==> config.mk <==
export PLATFORM = sky130hd
export DESIGN_NAME = access_controller
export DESIGN_NICKNAME = d
export VERILOG_FILES = /design/src/rtl/access_pkg.sv /design/src/rtl/access_channel.sv /design/src/rtl/access_controller.sv
export SDC_FILE = /design/constraint.sdc
export NUM_CORES = 1
export LEC_CHECK = 0
export CAP_MARGIN = 20
export CORE_AREA = 8 8 135 149
export CTS_CLUSTER_SIZE = 20
export DETAILED_ROUTE_END_ITERATION = 16
export DIE_AREA = 0 0 143 157
export GPL_ROUTABILITY_DRIVEN = 1
export MAX_ROUTING_LAYER = met4
export PLACE_DENSITY = 0.75
export SLEW_MARGIN = 20
export SYNTH_ARGS = -nofsm -noshare
export SYNTH_HDL_FRONTEND = slang
export SYNTH_HIERARCHICAL = 1
export SYNTH_SLANG_ARGS = --single-unit
export TNS_END_PERCENT = 5
==> constraint.sdc <==
create_clock -name clk -period 6.28 [get_ports clk]
set_input_delay 1.256 -clock clk [delete_from_list [all_inputs] [get_ports clk]]
set_output_delay 1.256 -clock clk [all_outputs]
set_load 0.02 [all_outputs]
==> src/rtl/access_pkg.sv <==
// Shared types and sizing helpers for the multi-door access controller.
package access_pkg;

    typedef enum logic [1:0] {
        ST_LOCKED   = 2'd0,
        ST_UNLOCKED = 2'd1,
        ST_LOCKOUT  = 2'd2
    } state_e;

    localparam logic [16:0] MASTER_KEY_DEFAULT = 17'd45675;

    // One timer serves both the unlock and the lockout countdown.
    function automatic int timer_width(input int unlock_cyc, input int lockout_cyc);
        int m;
        m = (unlock_cyc > lockout_cyc) ? unlock_cyc : lockout_cyc;
        return $clog2(m);
    endfunction

    function automatic int fail_width(input int max_tries);
        return (max_tries < 2) ? 1 : $clog2(max_tries);
    endfunction

endpackage

==> src/rtl/access_channel.sv <==
// One door channel: edge detect, password register, fail counter, timer and FSM.
module access_channel
    import access_pkg::*;
#(
    parameter int              PW_W        = 17,
    parameter int              MAX_TRIES   = 3,
    parameter int              UNLOCK_CYC  = 500,
    parameter int              LOCKOUT_CYC = 1000,
    parameter logic [PW_W-1:0] DEFAULT_PW  = '0,
    parameter logic [PW_W-1:0] MASTER_KEY  = PW_W'(MASTER_KEY_DEFAULT)
) (
    input  logic            clk,
    input  logic            rst,
    input  logic            enter,
    input  logic            chg,
    input  logic [PW_W-1:0] pw_in,
    input  logic [PW_W-1:0] pw_new,
    input  logic            alarm_clr,
    output logic            locked,
    output logic            lockout,
    output logic            alarm,
    output logic            accept,
    output logic            reject
);

    localparam int TW = timer_width(UNLOCK_CYC, LOCKOUT_CYC);
    localparam int FW = fail_width(MAX_TRIES);
    localparam logic [TW-1:0] UNLOCK_LOAD  = TW'(UNLOCK_CYC - 1);
    localparam logic [TW-1:0] LOCKOUT_LOAD = TW'(LOCKOUT_CYC - 1);

    state_e          state_q, state_d;
    logic [TW-1:0]   timer_q, timer_d;
    logic [FW-1:0]   fail_q, fail_d;
    logic [PW_W-1:0] pw_q, pw_d;
    logic            enter_q;
    logic            alarm_q, alarm_d;
    logic            accept_q, accept_d;
    logic            reject_q, reject_d;

    logic ev, match, is_master, timer_zero;

    assign ev         = enter & ~enter_q;
    assign is_master  = (pw_in == MASTER_KEY);
    assign match      = (pw_in == pw_q) | is_master;
    assign timer_zero = (timer_q == '0);

    always_comb begin
        state_d  = state_q;
        timer_d  = timer_zero ? '0 : timer_q - TW'(1);
        fail_d   = fail_q;
        pw_d     = pw_q;
        alarm_d  = alarm_q;
        accept_d = 1'b0;
        reject_d = 1'b0;

        // Acknowledge first so a lockout entry in the same cycle re-asserts alarm.
        if (alarm_clr && state_q != ST_LOCKOUT) alarm_d = 1'b0;

        unique case (state_q)
            ST_LOCKOUT: begin
                if (ev && !chg && is_master) begin
                    state_d  = ST_LOCKED;
                    alarm_d  = 1'b0;
                    accept_d = 1'b1;
                end else if (timer_zero) begin
                    state_d = ST_LOCKED;
                end
            end
            default: begin
                if (state_q == ST_UNLOCKED && timer_zero && !ev) state_d = ST_LOCKED;
                if (ev) begin
                    if (match) begin
                        if (!chg) begin
                            state_d  = ST_UNLOCKED;
                            timer_d  = UNLOCK_LOAD;
                            fail_d   = '0;
                            accept_d = 1'b1;
                        end else if (pw_new != '0) begin
                            pw_d     = pw_new;
                            fail_d   = '0;
                            accept_d = 1'b1;
                        end else begin
                            reject_d = 1'b1;
                        end
                    end else begin
                        reject_d = 1'b1;
                        if (int'(fail_q) + 1 == MAX_TRIES) begin
                            state_d = ST_LOCKOUT;
                            alarm_d = 1'b1;
                            timer_d = LOCKOUT_LOAD;
                            fail_d  = '0;
                        end else begin
                            fail_d = fail_q + FW'(1);
                        end
                    end
                end
            end
        endcase
    end

    always_ff @(posedge clk) begin
        if (rst) begin
            state_q  <= ST_LOCKED;
            timer_q  <= '0;
            fail_q   <= '0;
            pw_q     <= DEFAULT_PW;
            enter_q  <= 1'b0;
            alarm_q  <= 1'b0;
            accept_q <= 1'b0;
            reject_q <= 1'b0;
        end else begin
            state_q  <= state_d;
            timer_q  <= timer_d;
            fail_q   <= fail_d;
            pw_q     <= pw_d;
            enter_q  <= enter;
            alarm_q  <= alarm_d;
            accept_q <= accept_d;
            reject_q <= reject_d;
        end
    end

    assign locked  = (state_q != ST_UNLOCKED);
    assign lockout = (state_q == ST_LOCKOUT);
    assign alarm   = alarm_q;
    assign accept  = accept_q;
    assign reject  = reject_q;

endmodule

==> src/rtl/access_controller.sv <==
// Multi-door keypad access controller: unpacks buses and replicates access_channel.
module access_controller
    import access_pkg::*;
#(
    parameter int              N_DOORS     = 4,
    parameter int              PW_W        = 17,
    parameter int              MAX_TRIES   = 3,
    parameter int              UNLOCK_CYC  = 500,
    parameter int              LOCKOUT_CYC = 1000,
    parameter logic [PW_W-1:0] DEFAULT_PW  = '0,
    parameter logic [PW_W-1:0] MASTER_KEY  = PW_W'(MASTER_KEY_DEFAULT)
) (
    input  logic                    clk,
    input  logic                    rst,
    input  logic [N_DOORS-1:0]      enter,
    input  logic [N_DOORS-1:0]      chg,
    input  logic [N_DOORS*PW_W-1:0] pw_in,
    input  logic [N_DOORS*PW_W-1:0] pw_new,
    input  logic [N_DOORS-1:0]      alarm_clr,
    output logic [N_DOORS-1:0]      locked,
    output logic [N_DOORS-1:0]      lockout,
    output logic [N_DOORS-1:0]      alarm,
    output logic [N_DOORS-1:0]      accept,
    output logic [N_DOORS-1:0]      reject
);

    for (genvar gi = 0; gi < N_DOORS; gi++) begin : g_ch
        access_channel #(
            .PW_W        (PW_W),
            .MAX_TRIES   (MAX_TRIES),
            .UNLOCK_CYC  (UNLOCK_CYC),
            .LOCKOUT_CYC (LOCKOUT_CYC),
            .DEFAULT_PW  (DEFAULT_PW),
            .MASTER_KEY  (MASTER_KEY)
        ) u_ch (
            .clk       (clk),
            .rst       (rst),
            .enter     (enter[gi]),
            .chg       (chg[gi]),
            .pw_in     (pw_in[gi*PW_W +: PW_W]),
            .pw_new    (pw_new[gi*PW_W +: PW_W]),
            .alarm_clr (alarm_clr[gi]),
            .locked    (locked[gi]),
            .lockout   (lockout[gi]),
            .alarm     (alarm[gi]),
            .accept    (accept[gi]),
            .reject    (reject[gi])
        );
    end

endmodule

==> impl_metrics.py, run 1 <==
metrics = {
    "synth": {
        "synth_edf_count": 0,
        "ys_warn_count": 6,
        "synth_mux_area_frac": 0.06286,
        "syn_avg_cell_area_um2": 8.474,
        "ys_seq_elements": 140,
        "syn_inst": 916,
        "yosysSeqAreaShare": 0.3611,
        "synthArstFlopShare": 0,
        "ys_types": 59,
        "syn_area_um2": 7762,
        "synth_xor_area_frac": 0.09929,
        "synth_simple_gate_area_share": 0.3043,
        "syn-num-nets": 1070,
        "synth_ff_type": "dfxtp_1",
        "synth_fa_ha_area_frac": 0.006447,
        "synth_top_family_by_area": "simple AND/OR/NAND/NOR gates",
        "synth_compound_area_frac": 0.1257,
    },
    "detailed_routing": {
        "wl_met1_um": 9515,
        "vias": 7036,
        "wl_per_cell_um": 16.17,
        "drc": 0,
        "wl_met3_um": 783,
        "dr.max_layer_used": "met4",
        "viasPerCell": 5.351,
        "drt.antenna.violating_nets": 0,
        "dr.pass1.iters": 5,
        "wl_met2_um": 10660,
        "drt_iter0_markers": 432,
        "wl_um": 21260,
    },
    "clocking": {
        "root_buffer": "clkbuf_16",
        "cts_tree": "done",
        "cts_setup_buffers": 0,
        "htreeDepth": 4,
        "ctsHoldBuffers": 0,
        "insertion_delay_ns": 0.42,
        "clkSinkCount": 140,
        "cts_buffer_depth": 2,
        "post_cts_resized": 0,
        "cts.clk_slew.worst_paths_ns": 0.06,
        "numCtsBuffers": 17,
    },
    "timing": {
        "fmax_ghz": 0.3034,
        "maxSlewHeadroom": 0.2664,
        "post-route-min-period_ns": 3.296,
        "finalMaxSlewViolations": 0,
        "tightest_slew_ns": 1.090,
        "post-route-period-util": 0.5248,
        "rsz0062_at_grt": "no",
        "setup_viol": 0,
        "whs_ns": 0.4720,
        "finalHoldViolCount": 0,
        "clock_skew_ns": 0.01429,
        "tns_ns": 0,
    },
    "worst_setup_path": {
        "arrival_ns": 3.64,
        "critPathKind": "input pin to flop",
        "max_stage_delay_ns": 0.83,
        "r2r_setup_slack_ns": 3.97,
        "startpoint": "pw_in[60]",
        "crit_fanout": 25,
        "r2r-end": "g_ch[3].u_ch/accept",
        "crit_buf_inv": 1,
        "reg2regPathDepth": 6,
        "end_kind": "flop",
        "r2r_start": "g_ch[3].u_ch/pw_q[0]",
        "cp.depth": 7,
        "start_kind": "input pin",
        "worstPathRequired_ns": 6.63,
        "worstPathCellList": "clkdlybuf4s50_1, xor2_1, nor4_1, nand3_1, o21bai_2, a41oi_1, nor2_1",
        "critical-path-top-delay-family": "compound AO/OA/AOI/OAI gates",
        "cp_slowest_cell": "o21bai_2",
        "crit_end": "g_ch[3].u_ch/accept",
    },
    "floorplan": {
        "die_width_um": 143,
        "dieArea_um2": 22450,
        "die_h_um": 157,
        "core_um2": 17550,
        "rows": 51,
        "start_util": 0.4424,
        "io_pins": 170,
    },
    "finish": {
        "syn2layout_area_growth_pct": 31.46,
        "nets": 1218,
        "drive_gt1_frac": 0.05942,
        "n_antenna_cell": 0,
        "utilization": 0.5815,
    },
    "placed_design": {
        "gp_congestion": 0.8493,
        "dp_hpwl_um": 15900,
        "io_buffers": 169,
    },
    "grt": {
        "grt_pass1_vias": 6939,
        "grt_max_degree": 78,
        "grt_overflow": 0,
        "grtUsageTotal": 0.1929,
        "grt_pass1_wl_um": 34040,
        "antenna_found_initial": 0,
    },
    "worst_hold_path": {
        "hold_path_class": "flop to flop",
    },
    "power": {
        "power-per-cell-area_nw_per_um2": 296.7,
        "leakagePower_nw": 3.644,
        "vdd_drop_max_mv": 0.2286,
    },
    "outcome": {
        "status": "complete, no violations",
    },
    "job": {
        "cap_violations": 0,
    },
}
-- through the flow --
step	worst slack [ns]	cells	cell area, µm²	power, mW
2_1_floorplan	3.418	916	7762	1.706
3_3_place_gp	2.396	1281	9544	1.925
3_5_place_dp	2.266	1281	9544	1.942
4_1_cts	2.671	1313	10180	3.051
5_1_grt	2.837	1315	10200	3.216
6_report	2.984	1315	10200	3.028
-- layout make-up --
type / instances / area, µm²
clock buffers: 20 / 446.7
repair buffers: 175 / 1734
multi-input cells: 714 / 4671
flip-flops and latches: 140 / 2803
fillers: 1592 / 7343
well taps: 238 / 297.8
inverters: 16 / 60.06
clock inverters: 12 / 192.7
-- flip-flops by register name, summed over array words and instances (netlist names) --
| name | cells |
|---|---|
| g_ch.u_ch/reject | 4 |
| g_ch.u_ch/enter_q | 4 |
| g_ch.u_ch/fail_q | 8 |
| g_ch.u_ch/timer_q | 40 |
| g_ch.u_ch/state_q | 8 |
| g_ch.u_ch/alarm | 4 |
| g_ch.u_ch/pw_q | 68 |
| g_ch.u_ch/accept | 4 |
-- layout by cell type (no fill, tap or decap), types with 4 or more instances in the layout --
cell             netlist  routed
a21oi_1               86      86
nand3b_1               8       8
bufinv_16              0       5
o21ai_0               12      12
a21boi_0               6       6
clkdlybuf4s50_1        0     168
xnor2_1               44      44
clkinv_2               0       5
nor4_1                28      27
nor3_1                32      32
and3_1                10      10
nor4_2                 4       5
mux2i_1               42      42
inv_1                 16      16
nand2b_1              80      80
clkbuf_16              0      17
buf_4                  2       7
nand3_1               50      50
nand4_1               18      18
o21ai_1               36      36
dfxtp_1              140     140
nand2_1               62      62
nor2b_1               20      20
nor3b_1               10      10
or3_1                 10      10
a31oi_1                6       6
ha_1                   4       4
nor2_1                32      32
xor2_1                44      44
nand4bb_1              4       4
or4_1                 10      10
-- report_power, final --
part	internal [mW]	switching [mW]
clock	0.714	0.381
combinational	0.428	0.426
sequential	0.989	0.0901
-- worst reg2reg max path: cells and delay by family (launching register included) --
| family | cells | cell delay, ns |
|---|---|---|
| and+or+nand+nor | 3 | 0.62 |
| AOI/OAI and AO/OA | 2 | 1.13 |
| xor gates and xnor gates | 1 | 0.16 |
| DFF | 1 | 0.33 |
-- worst min path at each step --
stage | from | end | slack [ns] | cells after the start
after floorplan | g_ch[0].u_ch/fail_q[1] | g_ch[0].u_ch/fail_q[1] | 0.46 | 2
after global placement | g_ch[1].u_ch/alarm | g_ch[1].u_ch/alarm | 0.46 | 2
after detailed placement | g_ch[0].u_ch/alarm | g_ch[0].u_ch/alarm | 0.47 | 2
after CTS | g_ch[0].u_ch/alarm | g_ch[0].u_ch/alarm | 0.48 | 2
after global routing | g_ch[0].u_ch/alarm | g_ch[0].u_ch/alarm | 0.50 | 2
final | g_ch[0].u_ch/alarm | g_ch[0].u_ch/alarm | 0.47 | 2
-- synth_stat cells (20+ instances only) --
| library cell | number | area (µm²) |
|---|---|---|
| nor3_1 | 32 | 160.2 |
| nand3_1 | 50 | 250.2 |
| nand2b_1 | 80 | 500.5 |
| a21oi_1 | 86 | 430.4 |
| clkbuf_1 | 30 | 112.6 |
| o21ai_1 | 36 | 180.2 |
| xor2_1 | 44 | 385.4 |
| nor4_1 | 28 | 175.2 |
| nor2b_1 | 20 | 125.1 |
| xnor2_1 | 44 | 385.4 |
| nor2_1 | 32 | 120.1 |
| mux2i_1 | 42 | 420.4 |
| dfxtp_1 | 140 | 2803 |
| nand2_1 | 62 | 232.7 |
-- logic make-up after synthesis --
logic type	after synthesis
adders and majority gates	4
buffers and inverters	62
xor gates and xnor gates	88
muxes	46
and+or+nand+nor	404
AOI/OAI and AO/OA	172
DFF	140
-- routing by layer --
layer | vias up | track usage
li1 | 3549 | -
met1 | 3266 | 0.2308
met2 | 196 | 0.3261
met3 | 25 | 0.03090
met4 | 0 | 0.05978
met5 | - | -
Power figures use the tool's default switching activity.
==> run 2: changes to the inputs <==
==> constraint.sdc (replaced) <==
create_clock -name clk -period 3.2 [get_ports clk]
set_input_delay 0.64 -clock clk [delete_from_list [all_inputs] [get_ports clk]]
set_output_delay 0.64 -clock clk [all_outputs]
set_load 0.02 [all_outputs]
==> run 2 against run 1 <==
Effect of this change:
- final cell count increased by 1.3%
- worst hold slack worse by 0.0046 ns
- non-clock buffer count up 11
- global-route usage rose by 0.38 points
- largest power group unchanged
==> impl_metrics.py, run 2 (synthesized netlist as in run 1, its figures left out) <==
metrics = {
    "detailed_routing": {
        "viasPerCell": 5.390,
        "wl_um": 21480,
        "drt.antenna.violating_nets": 0,
        "dr.pass1.iters": 5,
        "drt_iter0_markers": 381,
        "drc": 0,
        "vias": 7179,
        "wl_per_cell_um": 16.12,
    },
    "placed_design": {
        "io_buffers": 169,
        "dp_hpwl_um": 16120,
        "gp_congestion": 0.8799,
    },
    "finish": {
        "top_regs": "g_ch.u_ch/pw_q: 68 flops, g_ch.u_ch/timer_q: 40 flops",
        "final_common_cell": "clkdlybuf4s50_1",
        "drive_gt1_frac": 0.06893,
        "fill_cells": 1573,
        "multi_input_area_um2": 4664,
        "ff_latch_area_um2": 2803,
        "nets": 1229,
        "top_register": "g_ch.u_ch/pw_q",
        "largest_reg_flops": 68,
        "syn2layout_area_growth_pct": 33.04,
        "layout_common_cells": "clkdlybuf4s50_1 (168), dfxtp_1 (140), a21oi_1 (86)",
    },
    "floorplan": {
        "die_width_um": 143,
        "start_util": 0.4424,
        "rows": 51,
        "dieArea_um2": 22450,
        "die_h_um": 157,
        "io_pins": 170,
        "core_um2": 17550,
    },
    "timing": {
        "post-route-period-util": 0.7922,
        "whs_ns": 0.4674,
        "finalHoldViolCount": 0,
        "clock_skew_ns": 0.008727,
        "rsz0062_at_grt": "no",
        "setup_viol": 0,
        "finalMaxSlewViolations": 0,
        "fmax_ghz": 0.3945,
        "maxSlewHeadroom": 0.3045,
        "tns_ns": 0,
        "tightest_slew_ns": 1.038,
        "post-route-min-period_ns": 2.535,
    },
    "clocking": {
        "cts_tree": "done",
        "ctsHoldBuffers": 0,
        "cts_buffer_depth": 2,
        "post_cts_resized": 0,
        "root_buffer": "clkbuf_16",
        "htreeDepth": 4,
        "cts.clk_slew.worst_paths_ns": 0.06,
        "clkSinkCount": 140,
        "cts_setup_buffers": 0,
        "insertion_delay_ns": 0.42,
        "numCtsBuffers": 17,
    },
    "worst_setup_path": {
        "worstPathCellList": "clkdlybuf4s50_1, xor2_1, nor4_1, nand3_1, o21bai_2, or4_1, o21ai_0",
        "crit_fanout": 25,
        "start_kind": "input pin",
        "r2r_setup_slack_ns": 0.98,
        "max_stage_delay_ns": 0.81,
        "critPathKind": "input pin to flop",
        "cp_slowest_cell": "o21bai_2",
        "arrival_ns": 2.82,
        "r2r-end": "g_ch[2].u_ch/state_q[1]",
        "reg2regPathDepth": 6,
        "crit_end": "g_ch[2].u_ch/state_q[1]",
        "end_kind": "flop",
        "worstPathRequired_ns": 3.49,
        "r2r_start": "g_ch[2].u_ch/pw_q[8]",
        "startpoint": "pw_in[42]",
    },
    "outcome": {
        "status": "complete, no violations",
    },
    "power": {
        "combPwrFrac": 0.282,
        "leakagePower_nw": 3.690,
        "p_clk_frac": 0.362,
        "swShare": 0.2975,
        "power-per-cell-area_nw_per_um2": 574.6,
        "power_mw": 5.934,
        "p_int_mw": 4.169,
        "p_sw_mw": 1.765,
        "vdd_drop_max_mv": 0.3909,
        "seq_power_share": 0.356,
    },
    "grt": {
        "use_met2": 0.3261,
        "grtUsageTotal": 0.1967,
        "antenna_found_initial": 6,
        "grt.busiest_layer": "met2",
        "met1_usage": 0.2273,
        "met3_usage": 0.05120,
        "grt_pass1_vias": 7049,
        "grt_max_degree": 104,
        "grt_overflow": 0,
        "grt_pass1_wl_um": 34760,
    },
    "job": {
        "cap_violations": 0,
    },
    "worst_hold_path": {
        "hold_path_class": "flop to flop",
    },
}
run 2: changes by cell type in the layout (fill, tap and decap cells not counted), sizes merged:
cell / delta
buf: +11
diode: +6
clkinv: -3
clkinvlp: +3
clkbuf: +2
bufinv: -1
inv: -1
run 2: final cells by class:
| class | instances | area share |
|---|---|---|
| Clock inverter | 10 | 0.01563 |
| Inverter | 16 | 0.005815 |
| Multi-Input combinational cell | 714 | 0.4517 |
| Antenna cell | 6 | 0.001454 |
| Clock buffer | 22 | 0.04689 |
| Timing Repair Buffer | 186 | 0.1783 |
| Sequential cell | 140 | 0.2714 |
| Tap cell | 238 | 0.02883 |
run 2: worst min path at each step:
stage | startpoint | slack, ns | end | cells after the start
3_5_place_dp | g_ch[1].u_ch/alarm | 0.46 | g_ch[1].u_ch/alarm | 2
6_report | g_ch[1].u_ch/alarm | 0.47 | g_ch[1].u_ch/alarm | 2
4_1_cts | g_ch[1].u_ch/alarm | 0.47 | g_ch[1].u_ch/alarm | 2
5_1_grt | g_ch[0].u_ch/pw_q[2] | 0.49 | g_ch[0].u_ch/pw_q[2] | 2
3_3_place_gp | g_ch[1].u_ch/alarm | 0.46 | g_ch[1].u_ch/alarm | 2
2_1_floorplan | g_ch[0].u_ch/fail_q[1] | 0.46 | g_ch[0].u_ch/fail_q[1] | 2
run 2: power by group through the flow:
stage / logic (mW) / registers, mW / clock network [mW]
6_report: 1.67 / 2.11 / 2.15
5_1_grt: 1.90 / 2.15 / 2.27
4_1_cts: 1.68 / 2.11 / 2.19
3_5_place_dp: 1.66 / 2.15 / 0
3_3_place_gp: 1.64 / 2.14 / 0
2_1_floorplan: 1.23 / 2.11 / 0
run 2: routing by layer:
metal / wire, µm / share of wire
met2: 10690 / 0.50
met5: 0 / 0
met4: 352 / 0.016
met3: 1068 / 0.050
met1: 9367 / 0.44
run 2: metrics by stage:
| step | setup slack, ns | instance area, µm² | util | std cells |
|---|---|---|---|---|
| 3_3_place_gp | 0.2914 | 9667 | 0.5509 | 1294 |
| 4_1_cts | 0.6788 | 10310 | 0.5877 | 1326 |
| 6_report | 0.6650 | 10330 | 0.5885 | 1332 |
| 5_1_grt | 0.4626 | 10330 | 0.5885 | 1332 |
| 3_5_place_dp | 0.2271 | 9667 | 0.5509 | 1294 |
| 2_1_floorplan | 0.9536 | 7762 | - | 916 |
run 2: worst max-delay path: cells and delay by family:
family          cells  cell delay [ns]
buf+inv             1             0.44
simple gates        3             0.67
xor+xnor            1             0.15
compound gates      2             0.90
